`src/rtl/sprite_pkg.sv`:
```
// Shared types and helpers for the sprite compositor.
package sprite_pkg;

    typedef logic [2:0] rgb3_t;

    function automatic logic [23:0] rgb_expand(input rgb3_t c);
        return {{8{c[2]}}, {8{c[1]}}, {8{c[0]}}};
    endfunction

    function automatic int pair_index(input int i, input int j, input int n);
        return i * (2 * n - i - 1) / 2 + (j - i - 1);
    endfunction

    function automatic int num_pairs(input int n);
        return n * (n - 1) / 2;
    endfunction

endpackage

```
`src/rtl/sprite_hit.sv`:
```
// Inclusive bounding-box test for one sprite against the current pixel.
module sprite_hit #(
    parameter int X_W      = 10,
    parameter int Y_W      = 9,
    parameter int SPRITE_W = 10,
    parameter int SPRITE_H = 10
) (
    input  logic [9:0]     xCount,
    input  logic [9:0]     yCount,
    input  logic [X_W-1:0] sx,
    input  logic [Y_W-1:0] sy,
    input  logic           en,
    output logic           hit
);

    // One extra bit on the far edge so sprites clip instead of wrapping.
    localparam int XC = (X_W + 1 > 10) ? X_W + 1 : 10;
    localparam int YC = (Y_W + 1 > 10) ? Y_W + 1 : 10;

    logic [XC-1:0] xPos, xLo, xHi;
    logic [YC-1:0] yPos, yLo, yHi;

    assign xPos = XC'(xCount);
    assign xLo  = XC'(sx);
    assign xHi  = XC'(sx) + XC'(SPRITE_W - 1);
    assign yPos = YC'(yCount);
    assign yLo  = YC'(sy);
    assign yHi  = YC'(sy) + YC'(SPRITE_H - 1);

    assign hit = en
        && (xPos >= xLo) && (xPos <= xHi)
        && (yPos >= yLo) && (yPos <= yHi);

endmodule

```
`src/rtl/sprite_compositor.sv`:
```
// Two-stage sprite/border compositor with frame-boundary shadow registers.
// Define COLLISION_EN to build the per-pair collision accumulator.
module sprite_compositor
    import sprite_pkg::*;
#(
    parameter int    NUM_SPRITES = 4,
    parameter int    X_W         = 10,
    parameter int    Y_W         = 9,
    parameter int    SPRITE_W    = 10,
    parameter int    SPRITE_H    = 10,
    parameter int    BORDER      = 11,
    parameter int    H_ACTIVE    = 640,
    parameter int    V_ACTIVE    = 480,
    parameter rgb3_t BORDER_RGB  = 3'b001
) (
    input  logic                             VGA_clk,
    input  logic                             reset,
    input  logic [9:0]                       xCount,
    input  logic [9:0]                       yCount,
    input  logic                             displayArea,
    input  logic                             hSync_in,
    input  logic                             vSync_in,
    input  logic [NUM_SPRITES*X_W-1:0]       sprite_x,
    input  logic [NUM_SPRITES*Y_W-1:0]       sprite_y,
    input  logic [NUM_SPRITES-1:0]           sprite_en,
    input  logic [NUM_SPRITES*3-1:0]         sprite_rgb,
    output logic [7:0]                       VGA_R,
    output logic [7:0]                       VGA_G,
    output logic [7:0]                       VGA_B,
    output logic                             VGA_hSync,
    output logic                             VGA_vSync,
    output logic [num_pairs(NUM_SPRITES)-1:0] collision_flags,
    output logic                             collision_valid
);

    localparam int NP = num_pairs(NUM_SPRITES);

    logic [NUM_SPRITES*X_W-1:0] shX;
    logic [NUM_SPRITES*Y_W-1:0] shY;
    logic [NUM_SPRITES-1:0]     shEn;
    logic [NUM_SPRITES*3-1:0]   shRgb;
    logic [NUM_SPRITES-1:0]     hit;
    logic                       frameBoundary;
    logic                       borderHit;

    assign frameBoundary = (xCount == '0) && (yCount == 10'(V_ACTIVE));

    assign borderHit = (xCount < 10'(BORDER))
        || (xCount >= 10'(H_ACTIVE - BORDER))
        || (yCount < 10'(BORDER))
        || (yCount >= 10'(V_ACTIVE - BORDER));

    always_ff @(posedge VGA_clk) begin
        if (reset) begin
            shX   <= '0;
            shY   <= '0;
            shEn  <= '0;
            shRgb <= '0;
        end else if (frameBoundary) begin
            shX   <= sprite_x;
            shY   <= sprite_y;
            shEn  <= sprite_en;
            shRgb <= sprite_rgb;
        end
    end

    for (genvar i = 0; i < NUM_SPRITES; i++) begin : g_hit
        sprite_hit #(
            .X_W     (X_W),
            .Y_W     (Y_W),
            .SPRITE_W(SPRITE_W),
            .SPRITE_H(SPRITE_H)
        ) u_hit (
            .xCount(xCount),
            .yCount(yCount),
            .sx    (shX[i*X_W +: X_W]),
            .sy    (shY[i*Y_W +: Y_W]),
            .en    (shEn[i]),
            .hit   (hit[i])
        );
    end

    logic [NUM_SPRITES-1:0] hitQ;
    logic                   borderQ;
    logic                   deQ;
    logic                   hsQ;
    logic                   vsQ;

    always_ff @(posedge VGA_clk) begin
        if (reset) begin
            hitQ    <= '0;
            borderQ <= 1'b0;
            deQ     <= 1'b0;
            hsQ     <= 1'b1;
            vsQ     <= 1'b1;
        end else begin
            hitQ    <= hit;
            borderQ <= borderHit;
            deQ     <= displayArea;
            hsQ     <= hSync_in;
            vsQ     <= vSync_in;
        end
    end

    rgb3_t pixRgb;

    // Walk from the highest index down so the lowest hitting sprite wins.
    always_comb begin
        pixRgb = '0;
        if (borderQ) pixRgb = BORDER_RGB;
        for (int k = NUM_SPRITES - 1; k >= 0; k--) begin
            if (hitQ[k]) pixRgb = shRgb[k*3 +: 3];
        end
    end

    always_ff @(posedge VGA_clk) begin
        if (reset) begin
            {VGA_R, VGA_G, VGA_B} <= '0;
            VGA_hSync             <= 1'b1;
            VGA_vSync             <= 1'b1;
        end else begin
            {VGA_R, VGA_G, VGA_B} <= deQ ? rgb_expand(pixRgb) : 24'h0;
            VGA_hSync             <= hsQ;
            VGA_vSync             <= vsQ;
        end
    end

`ifdef COLLISION_EN
    logic [NP-1:0] pairHit;
    logic [NP-1:0] acc;

    for (genvar a = 0; a < NUM_SPRITES; a++) begin : g_pa
        for (genvar b = a + 1; b < NUM_SPRITES; b++) begin : g_pb
            localparam int P = pair_index(a, b, NUM_SPRITES);
            assign pairHit[P] = hit[a] & hit[b];
        end
    end

    always_ff @(posedge VGA_clk) begin
        if (reset) begin
            acc             <= '0;
            collision_flags <= '0;
            collision_valid <= 1'b0;
        end else begin
            collision_valid <= frameBoundary;
            if (frameBoundary) begin
                collision_flags <= acc;
                acc             <= '0;
            end else if (displayArea) begin
                acc <= acc | pairHit;
            end
        end
    end
`else
    assign collision_flags = '0;
    assign collision_valid = 1'b0;
`endif

endmodule

```
`config.mk`:
```
export PLATFORM = sky130hd
export DESIGN_NAME = sprite_compositor
export DESIGN_NICKNAME = d
export VERILOG_FILES = /design/src/rtl/sprite_pkg.sv /design/src/rtl/sprite_hit.sv /design/src/rtl/sprite_compositor.sv
export SDC_FILE = /design/constraint.sdc
export NUM_CORES = 1
export LEC_CHECK = 0
export BUFFER_PORTS_ARGS = -buffer_cell sky130_fd_sc_hd__buf_4
export CAP_MARGIN = 20
export CORE_MARGIN = 5
export CORE_UTILIZATION = 30
export DETAILED_ROUTE_END_ITERATION = 16
export GPL_ROUTABILITY_DRIVEN = 0
export PLACE_DENSITY = 0.58
export SKIP_LAST_GASP = 1
export SLEW_MARGIN = 15
export SYNTH_ARGS = -nofsm -noshare
export SYNTH_HDL_FRONTEND = slang
export SYNTH_SLANG_ARGS = --single-unit
```
`constraint.sdc`:
```
create_clock -name VGA_clk -period 7.07 [get_ports VGA_clk]
set_clock_uncertainty 0.1 [all_clocks]
set_input_delay 0.707 -clock VGA_clk [delete_from_list [all_inputs] [get_ports VGA_clk]]
set_output_delay 0.707 -clock VGA_clk [all_outputs]
set_load 0.02 [all_outputs]
```
# Word-level counts from Yosys, hierarchy flattened
# Index checks and enable logic that the tools add are counted.
op_classes:
  n_addsub: 8
  order_cmp: 20
  eq_ne: 1
  bitwise: 1
  n_reduce_logical: 22
  mux: 5
op_table:
  columns: ["cell", "count"]
  rows:
  - ["adder 10 x 4 -> 11 bit, second input constant", 4]
  - ["<= comparator 10 x 11 -> 1 bit", 4]
  - ["adder 9 x 4 -> 10 bit, second input constant", 4]
  - ["greater-or-equal comparator 10 bit", 4]
  - ["greater-or-equal comparator 10 x 9 -> 1 bit", 4]
  - ["<= comparator 10 bit", 4]
  - ["less-than comparator 10 x 4 -> 1 bit, second input constant", 2]
  - ["logical AND 1 bit", 17]
  - ["2-to-1 mux 3 bit", 4]
  - ["equality test 10 x 9 -> 1 bit, second input constant", 1]
  - ["greater-or-equal comparator 10 bit, second input constant", 1]
  - ["greater-or-equal comparator 10 x 9 -> 1 bit, second input constant", 1]
  - ["zero test 10 bit", 1]
  - ["logical OR 1 bit", 3]
  - ["OR reduction 2 bit", 1]
  - ["2-to-1 mux 1 bit", 1]
  - ["NOT 1 bit", 1]
word_totals:
  register_bits: 105
  wordCells: 71

# Longest topological paths before layout
# Gate-level depths: netlist of run 1.
logic_depth:
  word_depth: 5
  mapped_depth: 12
  depth_no_buf: 12

# Hierarchy
# Synthesis of run 1 repeated with hierarchy kept, for this count alone.
unflattened:
  hier_cells: 1119
  hier_area_um2: 8996.1
by_module_without_submodules:
  columns: ["mod", "area_each_um2", "seq_area_each_um2", "instances", "cells_each"]
  rows:
  - ["sprite_compositor", 4326.6, 2102.0, 1, 517]
  - ["sprite_hit (g_hit[1].u_hit ...)", 1168.6, 0.0, 2, 152]
  - ["sprite_hit (g_hit[0].u_hit ...)", 1166.1, 0.0, 2, 149]

# Worst setup path before layout of run 1
# OpenSTA, ideal clock, no wires.
synth_timing:
  path_kind: "reg-to-reg"
  startpoint: "register shX[30]"
  endpoint: "register hitQ[3]"
  setup_ns: 0.061
  stages_incl_launch_ff: 11
  arrival_ns: 2.449
  period_less_slack_ns: 2.610
  setup_slack_ns: 4.460
  required_time_ns: 6.909
  path_cell_list: "dfxtp_1 > ha_1 > a21oi_1 > nor4_1 > xnor2_1 > ha_1 > a21o_1 > a21oi_1 > or4b_1 > a311oi_1 > and4_1"
synth_via:
  elab_chain_len: 5
  elab_cells_between_ends: 7
synth_rtl:
  columns: ["element", "line", "text"]
  rows:
  - ["from (decl)", "sprite_compositor.sv:38", "logic [NUM_SPRITES*X_W-1:0] shX;"]
  - ["from (signal assigned)", "sprite_compositor.sv:60", "shX <= sprite_x;"]
  - ["adder 10 x 4 -> 11 bit / greater-or-equal comparator 10 bit (equally long branches)", "sprite_hit.sv:25, sprite_hit.sv:31", null]
  - ["<= comparator 10 x 11 -> 1 bit / logical AND 1 bit (equally long branches)", "sprite_hit.sv:31", "&& (xPos >= xLo) && (xPos <= xHi)"]
  - ["logical AND 1 bit (*)", "sprite_hit.sv:31", null]
  - ["logical AND 1 bit (*) (2 in a row)", "sprite_hit.sv:32", "&& (yPos >= yLo) && (yPos <= yHi);"]
  - ["to (signal assigned)", "sprite_compositor.sv:97", "hitQ <= hit;"]
  - ["to (decl)", "sprite_compositor.sv:83", "logic [NUM_SPRITES-1:0] hitQ;"]
# Mark *: on every way between the ends. The rest lies on a longest branch, timed or not.
# A chain may end at the register's enable or synchronous reset.

# Worst setup path after layout of run 1
layout_timing:
  startpoint: "register shY[0]"
  endpoint: "register hitQ[0]"
layout_via:
  elab_chain_len: 3
  elab_cells_between_ends: 5
layout_rtl:
  columns: ["element", "line", "text"]
  rows:
  - ["from (decl)", "sprite_compositor.sv:39", "logic [NUM_SPRITES*Y_W-1:0] shY;"]
  - ["from (signal assigned)", "sprite_compositor.sv:61", "shY <= sprite_y;"]
  - ["adder 9 x 4 -> 10 bit / greater-or-equal comparator 10 x 9 -> 1 bit (equally long branches)", "sprite_hit.sv:28, sprite_hit.sv:32", null]
  - ["<= comparator 10 bit / logical AND 1 bit (equally long branches)", "sprite_hit.sv:32", null]
  - ["logical AND 1 bit (*)", "sprite_hit.sv:32", null]
# Marked as above.

==> results, run 1 <==
- The cell type contributing the most total cell area after synthesis is dfxtp_1.
- Synthesis inferred ~110 register bits.
- STA puts the critical path data required time at 7210 ps.
- The layout overhead on the synthesized area is 16.58%.
- VDD sags by at most ~0.00011 V.
- The number of distinct library cells after synthesis is 40.
- By count the netlist is led by 218 x nand2_1, 164 x ha_1, 144 x a21oi_1, 105 x dfxtp_1, 90 x inv_1.
- For this run, design rule violations remaining after detail routing come to 0.
- The number of placed instances, taps included, is between 1,500 and 2,000.
- The startpoint type of the worst setup path is a register.
- The critical-path maximum fanout is 4.
- The critical path capture point is hitQ[0]$_SDFF_PP0_.
- The finished cells cover ~9900 µm².
- The clock passes through at most 2 buffers.
- The number of standard cells in the final layout excluding fillers is between 1,500 and 2,000.
- The actual slew at the worst max-slew pin is roughly 820 ps.
- Of all flip-flops after synthesis, the portion carrying an async set or reset was 0.
- The share of the Yosys chip area taken by registers is 0.2465.
- From left edge to right edge, the die measures approximately 180 µm.
- The combined global-route utilization of all metal layers is 0.1507.
- The reported max-cap violation count is 0.
- The core outline area is between 20,000 and 30,000 µm².
- The power density over cell area is roughly 130 nW/µm².
- For this design, the sink count on the clock tree is 105.
- The flow ran to the end, and the final reports show no timing, DRC or antenna violations.
- The worst slack at placement is 3924 ps.
- The final-report max-slew violation count came to 0.
- The y dimension of the die is between 150 and 200 µm.
- Sorting the synthesized cells by area gives the leading types as dfxtp_1 25%, ha_1 24%, nand2_1 9.6%.
- The violation count after the first detailed-routing iteration is 370.
- The estimated wirelength of the detail-placed design is roughly 18,000 µm.
- The initial antenna violation count is 1.
- The number of detailed-route iterations in the first pass is 5.
- The register-to-register path setup slack is 4040 ps.
- The later-pin clock latency in the skew report is 360 ps.
- For this run, the leading register cell type out of synthesis is dfxtp_1.
- Across all setup checks in the final design, the least slack found is 4044 ps.
- The first global-routing pass estimated around 39,000 µm of wire.
- Derived from the worst setup path, the maximum achievable clock frequency is 0.3304 GHz.
- The post-detailed-placement cell area is between 9000 and 10,000 µm².
- The end of the worst register-to-register path is hitQ[0]$_SDFF_PP0_.
- The I/O pin count is 150.
- Adding up every negative setup slack in the final design gives 0 ps.
- The post-synthesis instance area is between 8000 and 9000 µm².
- The root buffer cell is clkbuf_16.
- Yosys mapped a number of flops with a built-in enable equal to 0.
- The clock transition at the registers of the reported paths is around 80 ps.
- For this block, the routed nets add up to around 24,000 µm of wire.
- The floorplan die area is about 32,000 µm².
- Setup violations remaining at the end of the flow were counted as 0.
- The remaining number of nets flagged by the antenna check after routing is 0.
- The setup path with the least slack is of type register to register.
- Entering global routing, the biggest net connects 60 pins.
- The mean cell area of the mapped netlist is just under 8 µm².
- In this run, CTS created clock tree buffers numbering 9.
- Using the TritonRoute via totals, the vias-per-cell ratio works out to 4.874.
- Across all layers, the routed design uses between 7,000 and 8,000 vias.
- The number of warning messages in the yosys log is 0.
- The worst hold slack across all endpoints is 312.6 ps.
- Summed over all cells, the static leakage comes to approximately 3.7 nW.
- The net count reported at finish is roughly 1,500.
- The worst register-to-register path has a depth of 11.
- The number of resized instances in the post-cts repair step is 0.
- The worst register-to-register path begins at shY[0]$_SDFFE_PP0P_.
- The number of setup buffers added after CTS is 0.
- The clock period minus worst slack is between 3000 and 4000 ps.
- The via count of the first global-routing pass is between 7,000 and 8,000.
- The final number of hold-violating endpoints is 0.
- The most common cell in the synthesized netlist is nand2_1.
- In the final layout, the share of cells above drive strength 1 is 0.1402.
- The area share of the leading cell type in the synthesized netlist is 0.2465.
- The total of buffers placed on input and output ports is 142.
- The number of cell rows is 61.
- The critical path startpoint is shY[0]$_SDFFE_PP0P_.
- The number of inserted diodes is 0.
- The initial utilization of the core area, before any placement, comes to 0.3052.
- Data on the critical path arrives at its endpoint at about 3200 ps.
- The CTS tree is yes.
- The post-synthesis instance total is between 1,000 and 1,500.
- For this run, the share of the core covered by cells in the final layout is 0.3559.
- In the finished design, the share of the clock period the worst path needs comes to 0.4280.
- The deepest level of the CTS H-tree is 3.
- The hold-fix buffer count after cts is 0.
- The element type at the critical path end is a register.
- In the final routed layout, each cell accounts on average for between 15 and 20 µm.
- The worst hold path belongs to the class register to register.
- The number of fillers in the final layout is ~3,000.
- The total overflow reported by the global router is 0.
- The completed layout was analyzed and its total power is 1.295 mW.
- Setup repair after global routing left no endpoint under its margin.
- The worst max-slew margin expressed relative to the limit is 0.4501.
[how the worst min path moves through the flow]
stage / startpoint / endpoint / depth (start not counted)
global placement: vsQ$_SDFF_PP1_ / VGA_vSync$_SDFF_PP1_ / 1
CTS: hsQ$_SDFF_PP1_ / VGA_hSync$_SDFF_PP1_ / 1
detailed placement: hsQ$_SDFF_PP1_ / VGA_hSync$_SDFF_PP1_ / 1
finish: vsQ$_SDFF_PP1_ / VGA_vSync$_SDFF_PP1_ / 1
floorplan: hsQ$_SDFF_PP1_ / VGA_hSync$_SDFF_PP1_ / 1
global route: hsQ$_SDFF_PP1_ / VGA_hSync$_SDFF_PP1_ / 1
[layout make-up]
class	count	area (µm²)	area share
multi-input cells	841	5645	0.5679
flip-flops and latches	105	2102	0.2115
repair buffers	146	1096	0.1103
well taps	378	473.0	0.04758
inverters	90	337.8	0.03398
clock buffers	9	225.2	0.02266
clock inverters	7	61.31	0.006167
[per-layer routing]
metal  part of all wire  track usage  up-vias
met5            0.00046            0        -
li1                   -            -     3943
met4              0.025      0.05053        2
met1               0.48       0.1978     3519
met2               0.44       0.2470      177
met3              0.052      0.03052       41
[registers in the layout (all words and copies together) (netlist names), 4 cells and up]
name	count
hitQ	4
shEn	4
shX	40
shRgb	12
shY	36
[cells in the final DEF, fill, tap and decap left out, drive strengths merged, types with 3 or more instances in the layout]
| cell type | netlist | final |
|---|---|---|
| nor3 | 33 | 33 |
| ha | 164 | 164 |
| buf | 48 | 146 |
| o21ai | 37 | 37 |
| or2 | 4 | 4 |
| nor2b | 9 | 9 |
| xnor2 | 60 | 60 |
| conb | 1 | 7 |
| a21oi | 144 | 144 |
| a21boi | 3 | 3 |
| nand3 | 26 | 26 |
| nand2 | 218 | 218 |
| a31oi | 7 | 7 |
| nor2 | 26 | 26 |
| o211ai | 6 | 6 |
| nand4 | 18 | 18 |
| nor4 | 3 | 3 |
| nand3b | 6 | 6 |
| o311ai | 3 | 3 |
| o21a | 6 | 6 |
| a21o | 24 | 24 |
| inv | 90 | 94 |
| or4 | 3 | 3 |
| clkbuf | 12 | 9 |
| a211oi | 14 | 14 |
| and3 | 4 | 4 |
| dfxtp | 105 | 105 |
[cell families after synthesis]
kind of cell	share of synthesized area
compound gates	0.1707
xor+xnor	0.06163
fa+ha+maj	0.2406
buf+inv	0.09479
flops	0.2465
mux	0.002348
other cells	0.0004398
simple gates	0.1830
[where the power goes]
group	switching [mW]	internal [mW]
logic	0.104	0.0935
clock network	0.257	0.247
registers	0.000681	0.593
[worst max-delay path, cell delays in order, from the launching register on]
cell	delay, ps
dfxtp_1	380
inv_1	80
nor3_1	300
o21ai_0	250
or4_1	470
ha_1	320
nand4_1	120
nor3_1	260
o21ai_0	140
o211ai_1	130
a221oi_1	100
and3_1	240
(Power assumes the default switching activity.)
==> inputs of run 2 (changes only) <==
==> constraint.sdc (replaced) <==
create_clock -name VGA_clk -period 3.1 [get_ports VGA_clk]
set_clock_uncertainty 0.1 [all_clocks]
set_input_delay 0.31 -clock VGA_clk [delete_from_list [all_inputs] [get_ports VGA_clk]]
set_output_delay 0.31 -clock VGA_clk [all_outputs]
set_load 0.02 [all_outputs]
==> run 2 against run 1 <==
Non-clock buffer count is 4 higher. Via count is 0.68% lower. Clock-buffer cell count grew 1. Sequential share of layout area fell by 0.090 points. Wire length is 1.3% lower. Sequential power is 130% higher. First-iteration DRC count decreased by 0.54%. Critical path type unchanged. Critical endpoint is now hitQ[3]$_SDFF_PP0_. Largest cell class unchanged.
==> results, run 2 (same netlist as run 1, synthesis figures left out) <==
- The run finished with clean final reports.
- STA classifies the critical path startpoint as a register.
- The number of cell rows came to 61 (unchanged).
- The leakage component of the power is 3.730 nW (+0.52%).
- The worst hold path stage count was 2 (+1).
- The worst slack at placement came to 222.9 ps (-3701 ps).
- The required time reported for the critical path endpoint is 3300 ps (-3910 ps).
- The remaining design rule violation count is 0 (unchanged).
- The maximum operating frequency is 0.3456 GHz (+4.6%).
- The estimated wirelength of the detail-placed design is 18,330 µm (-0.51%).
- The critical-path maximum fanout is 4 (unchanged).
- The die width is 178.6 µm (unchanged).
- The later-pin clock latency in the skew report is 360 ps (about the same).
- The combined global-route utilization of all metal layers is 0.1501 (-0.0006389).
- The number of detailed-route iterations in the first pass is 5 (unchanged).
- The net count reported at finish is 1,478 (+0.27%).
- The core outline area is 27,930 µm² (unchanged).
- In this run the most used layer during global routing was met2.
- The final-report max-slew violation count is 0 (unchanged).
- The top cell types in the final layout, fill and taps aside, are 218 x nand2_1, 164 x ha_1, 150 x buf_4.
- The deepest level of the CTS H-tree came to 3 (unchanged).
- The number of standard cells in the final layout excluding fillers came to 1,580 (+0.25%).
- The number of setup violations in the final report was 0 (unchanged).
- The remaining number of nets flagged by the antenna check after routing was 0 (unchanged).
- The worst hold path belongs to the class input pin to register.
- The actual slew at the worst max-slew pin came to 567.7 ps (-257.3 ps).
- The starting density of the core is 0.3052 (unchanged).
- The total wirelength of the detailed-routed design is 23,670 µm (-1.3%).
- The setup TNS after final layout is 0 ps (unchanged).
- The y dimension of the die came to 178.6 µm (unchanged).
- The cell count after placement is 1,564 (+0.26%).
- The worst-case setup margin in the final layout was 206.2 ps (-3838 ps).
- The total of buffers placed on input and output ports is 142 (unchanged).
- The number of cells on the worst reg-to-reg path is 10 (-1).
- The floorplan die area is 31,890 µm² (unchanged).
- The clock period minus worst slack is 2894 ps (-132.5 ps).
- The clock transition at the registers of the reported paths is 80 ps (about the same).
- The critical path class is register to register.
- The violation count after the first detailed-routing iteration is 368 (-0.54%).
- The CTS buffer count is 9 (unchanged).
- The CTS sink count was 105 (unchanged).
- The global-route track usage on met2 is 0.2548 (+0.007735).
- The wire length of the first global-routing pass is 38,380 µm (-0.59%).
- Leaving out fill and tap cells, the most frequent cell in the layout is nand2_1.
- The global routing met1 resource utilization is 0.1974 (-0.0004150).
- The via count is 7,630 (-0.68%).
- STA classifies the critical path endpoint as a register.
- The global routing met3 resource utilization was 0.03328 (+0.002755).
- The post-detailed-route via-to-cell ratio was 4.829 (-0.93%).
- The layout cell share with drive strength beyond 1 came to 0.1448 (+0.004525).
- Compared with the post-synthesis result, the final layout area differs by 17.08%.
- The pin count of the biggest net entering global routing was 52 (-13%).
- The maximum vdd ir drop is 0.0003196 V (+190%).
- The tree is rooted in a clkbuf_16.
- Setup repair after global routing left no endpoint under its margin.
- The reported max-cap violation count came to 0 (unchanged).
- The largest registers in the layout are shX: 40 flops, shY: 36 flops, shRgb: 12 flops.
- The power density over cell area was 294.9 nW/µm² (+130%).
- The number of inserted diodes came to 0 (unchanged).
- The via count of the first global-routing pass is 7,514 (-1.7%).
- The initial antenna violation count came to 0 (-1).
- The total overflow reported by the global router is 0 (unchanged).
- The final number of hold-violating endpoints is 0 (unchanged).
- The I/O pin count is 150 (unchanged).
- The register with the most flip-flops in the final layout is shX.
- The flip-flop count of the largest register, all copies and words added was 40 (unchanged).
- The routed wirelength normalized by instance count is 14.98 µm (-1.6%).
- The worst max-slew margin expressed relative to the limit was 0.6216 (+0.1715).
- The share of the clock period used by the worst path was 0.9335 (+0.5054).
- The CTS tree is yes.
- The maximum root-to-sink buffer count was 2 (unchanged).
- The arrival time of the worst setup path is 3100 ps (-70 ps).
run 2: cell types whose count changed in the layout (fill, tap and decap cells not counted), sizes merged:
cell,previous run,this run
clkinv,2,3
buf,146,150
inv,94,92
clkbuf,9,10
run 2: worst paths after layout:
check,startpoint,end,slack [ps]
setup / recovery,shX[30]$_SDFFE_PP0P_,hitQ[3]$_SDFF_PP0_,210
hold / removal,hSync_in,hsQ$_SDFF_PP1_,30
setup reg to reg,shX[30]$_SDFFE_PP0P_,hitQ[3]$_SDFF_PP0_,210
hold reg to reg,vsQ$_SDFF_PP1_,VGA_vSync$_SDFF_PP1_,310
run 2: stage by stage:
stage	hold WS, ps	area [µm²]	power [mW]	utilization
2_1_floorplan	289.5	8549	1.610	-
3_3_place_gp	292.1	9684	1.831	0.3467
3_5_place_dp	295.4	9684	1.840	0.3467
4_1_cts	16.86	9973	2.996	0.3570
5_1_grt	22.70	9983	3.098	0.3574
6_report	32.91	9983	2.945	0.3574
run 2: repair_timing:
item | CTS | global route
buffers inserted | 0 | 0
hold buffers | 0 | 0
endpoints found under the setup margin | 0 | 2
resized for setup | 0 | 2
run 2: routing by layer:
layer	vias to the layer above	share of wire
met1	3493	0.47
met2	161	0.46
met3	18	0.060
met5	-	0
met4	0	0.0096
li1	3958	-
run 2: cell type report:
type                            count  area (µm²)
Tap cell                          378       473.0
Sequential cell                   105        2102
Timing Repair Buffer              150        1126
Fill cell                        2991       17950
Clock buffer                       10       239.0
Multi-Input combinational cell    841        5655
Clock inverter                      6       50.05
Inverter                           90       337.8
run 2: report_power, final:
group / internal [mW] / leakage, nW / switching, mW
clock network: 0.578 / 0.141 / 0.560
registers: 1.35 / 0.847 / 0.00194
logic: 0.216 / 2.74 / 0.237
total: 2.15 / 3.73 / 0.798
run 2: worst max-delay path: stages (launching register included):
cell and delay (ps):
dfxtp_1 390, ha_1 210, a21oi_1 130, nor4_1 310
xnor2_1 170, ha_1 260, a21o_1 180, a21oi_1 160
or4b_1 450, a311oi_1 260, and4_1 220
==> inputs of run 3 (changes only) <==
--- a/config.mk
+++ b/config.mk
@@ -12,6 +12,7 @@
 export DETAILED_ROUTE_END_ITERATION = 16
 export GPL_ROUTABILITY_DRIVEN = 0
 export PLACE_DENSITY = 0.58
+export SETUP_SLACK_MARGIN = 0.3
 export SKIP_LAST_GASP = 1
 export SLEW_MARGIN = 15
 export SYNTH_ARGS = -nofsm -noshare
==> run 3 against run 2 <==
Clock-buffer cell count unchanged. Fmax increased by 7.0%. Critical path depth unchanged.
==> results, run 3 (same netlist as run 1, synthesis figures left out) <==
- The number of detailed-route iterations in the first pass is 5 (unchanged).
- The worst max-slew margin expressed relative to the limit is 0.6163 (-0.005252).
- The global routing met1 resource utilization is 0.1976 (+0.0002587).
- The routed wirelength normalized by instance count is 15.06 µm (+0.51%).
- The largest individual stage delay along the critical path comes from the cell or4b_1.
- The global-route track usage on met2 was 0.2548 (unchanged).
- The remaining design rule violation count is 0 (unchanged).
- The number of cell rows was 61 (unchanged).
- The floorplan die area came to 31,890 µm² (unchanged).
- The global routing met3 resource utilization is 0.03328 (unchanged).
- The startpoint type of the worst setup path is a register.
- The power after layout came to 2.946 mW (about the same).
- On the critical path the largest part of the delay comes from simple AND/OR/NAND/NOR gates.
- The net switching fraction of the power is 0.2715 (+0.0003904).
- The number of setup violations in the final report is 0 (unchanged).
- The deepest level of the CTS H-tree is 3 (unchanged).
- The net load switching power is 0.7999 mW (+0.19%).
- TritonCTS built the clock tree.
- The power density over cell area is 290.7 nW/µm² (-1.4%).
- The flip-flop count of the largest register, all copies and words added is 40 (unchanged).
- The via count of the first global-routing pass came to 7,518 (+0.053%).
- The starting density of the core is 0.3052 (unchanged).
- The final cell area excluding filler cells came to 10,130 µm² (+1.5%).
- The root buffer cell is clkbuf_16.
- The final number of hold-violating endpoints is 0 (unchanged).
- The maximum vdd ir drop came to 0.0003188 V (-0.26%).
- The run finished with clean final reports.
- The later-pin clock latency in the skew report is 360 ps (about the same).
- The library cell used most frequently in the layout, excluding fill and tap cells, is nand2_1.
- The reported max-cap violation count is 0 (unchanged).
- The fraction of power consumed by the clock network is 0.386 (about the same).
- The clock transition at the registers of the reported paths is 80 ps (about the same).
- The internal power came to 2.146 mW (about the same).
- The path type of the worst min-delay path is input pin to register.
- In the layout the commonest cells are 218 x nand2_1, 162 x ha_1, 153 x buf_4.
- Setup repair after global routing could not meet its margin everywhere.
- The number of fillers in the final layout came to 2,974 (-0.57%).
- The total overflow reported by the global router came to 0 (unchanged).
- Walking the worst path, the cells encountered are ha_2, a21oi_4, nor4_2, xnor2_1, ha_1, a21o_1, a21oi_1, or4b_1, a311oi_2, and4_1.
- The violation count after the first detailed-routing iteration was 323 (-12%).
- From synthesis to final layout, the design area changed by 18.86%.
- The combined global-route utilization of all metal layers is 0.1502 (about the same).
- The wire length of the first global-routing pass is 38,410 µm (about the same).
- The element type at the critical path end is a register.
- The y dimension of the die is 178.6 µm (unchanged).
- The CTS sink count is 105 (unchanged).
- The pin count of the biggest net entering global routing was 52 (unchanged).
- The leakage component of the power is 3.800 nW (+1.9%).
- The initial antenna violation count is 0 (unchanged).
- The post-detailed-placement cell area is 9684 µm² (unchanged).
- The I/O pin count is 150 (unchanged).
- By startpoint and endpoint, the worst setup path is classified as register to register.
- The number of inserted diodes is 0 (unchanged).
- The final-report max-slew violation count came to 0 (unchanged).
- The remaining number of nets flagged by the antenna check after routing is 0 (unchanged).
- The total wirelength of the detailed-routed design is 23,840 µm (+0.70%).
- After global routing, the most crowded layer is met2.
- The total of buffers placed on input and output ports is 142 (unchanged).
- The required time reported for the critical path endpoint came to 3300 ps (about the same).
- The fraction of power consumed by sequential logic is 0.459 (about the same).
- The setup TNS after final layout came to 0 ps (unchanged).
- The via count is 7,614 (-0.21%).
- The combinational power share came to 0.155 (about the same).
- The net count reported at finish came to 1,481 (+0.20%).
- The actual slew at the worst max-slew pin was 575.5 ps (+7.878 ps).
- The CTS buffer count is 9 (unchanged).
- The die width is 178.6 µm (unchanged).
- The share of the clock period used by the worst path is 0.8721 (-0.06140).
- The maximum operating frequency is 0.3699 GHz (+7.0%).
- The register with the most flip-flops in the final layout is shX.
- The maximum root-to-sink buffer count is 2 (unchanged).
- The core outline area came to 27,930 µm² (unchanged).
- The estimated wirelength of the detail-placed design is 18,330 µm (unchanged).
- The post-detailed-route via-to-cell ratio is 4.810 (-0.40%).
- The layout cell share with drive strength beyond 1 is 0.1676 (+0.02288).
- The critical-path maximum fanout is 3 (-1).
- The largest stage delay on the critical path is 470 ps (+20 ps).
- In the final layout, the registers with the most flip-flops are shX: 40 flops, shY: 36 flops, shRgb: 12 flops.
- The total buffers and inverters traversed by the critical path was 0 (unchanged).
- The arrival time of the worst setup path was 2910 ps (-190 ps).
- The hold-fix buffer count after cts is 0 (unchanged).
- The clock period minus worst slack is 2703 ps (-190.3 ps).
==> run 3: repair_timing <==
item | 4_1_cts | 5_1_grt
setup endpoints to repair | 4 | 4
gates resized for setup | 6 | 31
pin swaps | 1 | 8
buffers inserted | 0 | 3
==> run 3: worst paths after layout <==
kind / from / endpoint / slack (ps) / cells past startpoint
hold reg to reg: vsQ$_SDFF_PP1_ / VGA_vSync$_SDFF_PP1_ / 310 / 1
hold / removal: hSync_in / hsQ$_SDFF_PP1_ / 30 / 2
setup / recovery: shX[31]$_SDFFE_PP0P_ / hitQ[3]$_SDFF_PP0_ / 400 / 10
setup reg to reg: shX[31]$_SDFFE_PP0P_ / hitQ[3]$_SDFF_PP0_ / 400 / 10
==> run 3: final cells by class <==
| cell class | instances | area (µm²) | share of cell area |
|---|---|---|---|
| clock buffer | 10 | 239.0 | 0.02358 |
| clock inverter | 6 | 50.05 | 0.004938 |
| inverter | 90 | 337.8 | 0.03333 |
| multi-input combinational | 841 | 5774 | 0.5698 |
| sequential | 105 | 2112 | 0.2084 |
| tap | 378 | 473.0 | 0.04667 |
| timing repair buffer | 153 | 1149 | 0.1133 |
==> run 3: power groups by stage <==
stage / Sequential, mW / Clock (mW) / Combinational, mW
after floorplan: 1.39 / 0 / 0.223
after global placement: 1.39 / 0 / 0.446
after detailed placement: 1.39 / 0 / 0.455
after CTS: 1.35 / 1.18 / 0.458
after global routing: 1.35 / 1.23 / 0.518
final: 1.35 / 1.14 / 0.457
==> run 3: per-layer routing <==
metal / part of all wire / routed length [µm]
met2: 0.47 / 11110
met3: 0.052 / 1230
met1: 0.47 / 11270
met4: 0.0096 / 230
met5: 0 / 0
==> run 3: per-stage QoR <==
stage / cells / hold WS [ps] / util / worst slack [ps]
2_1_floorplan: 1096 / 289.5 / - / 490.5
3_3_place_gp: 1564 / 292.1 / 0.3467 / 343.7
3_5_place_dp: 1564 / 295.4 / 0.3467 / 222.9
4_1_cts: 1580 / 16.86 / 0.3579 / 294.3
5_1_grt: 1583 / 22.70 / 0.3628 / 286.1
6_report: 1583 / 33.38 / 0.3628 / 396.5
==> run 3: worst reg2reg max path, cell delays in order (launching register included) <==
cell	delay (ps)
dfxtp_1	370
ha_2	240
a21oi_4	80
nor4_2	170
xnor2_1	160
ha_1	270
a21o_1	180
a21oi_1	160
or4b_1	470
a311oi_2	240
and4_1	220
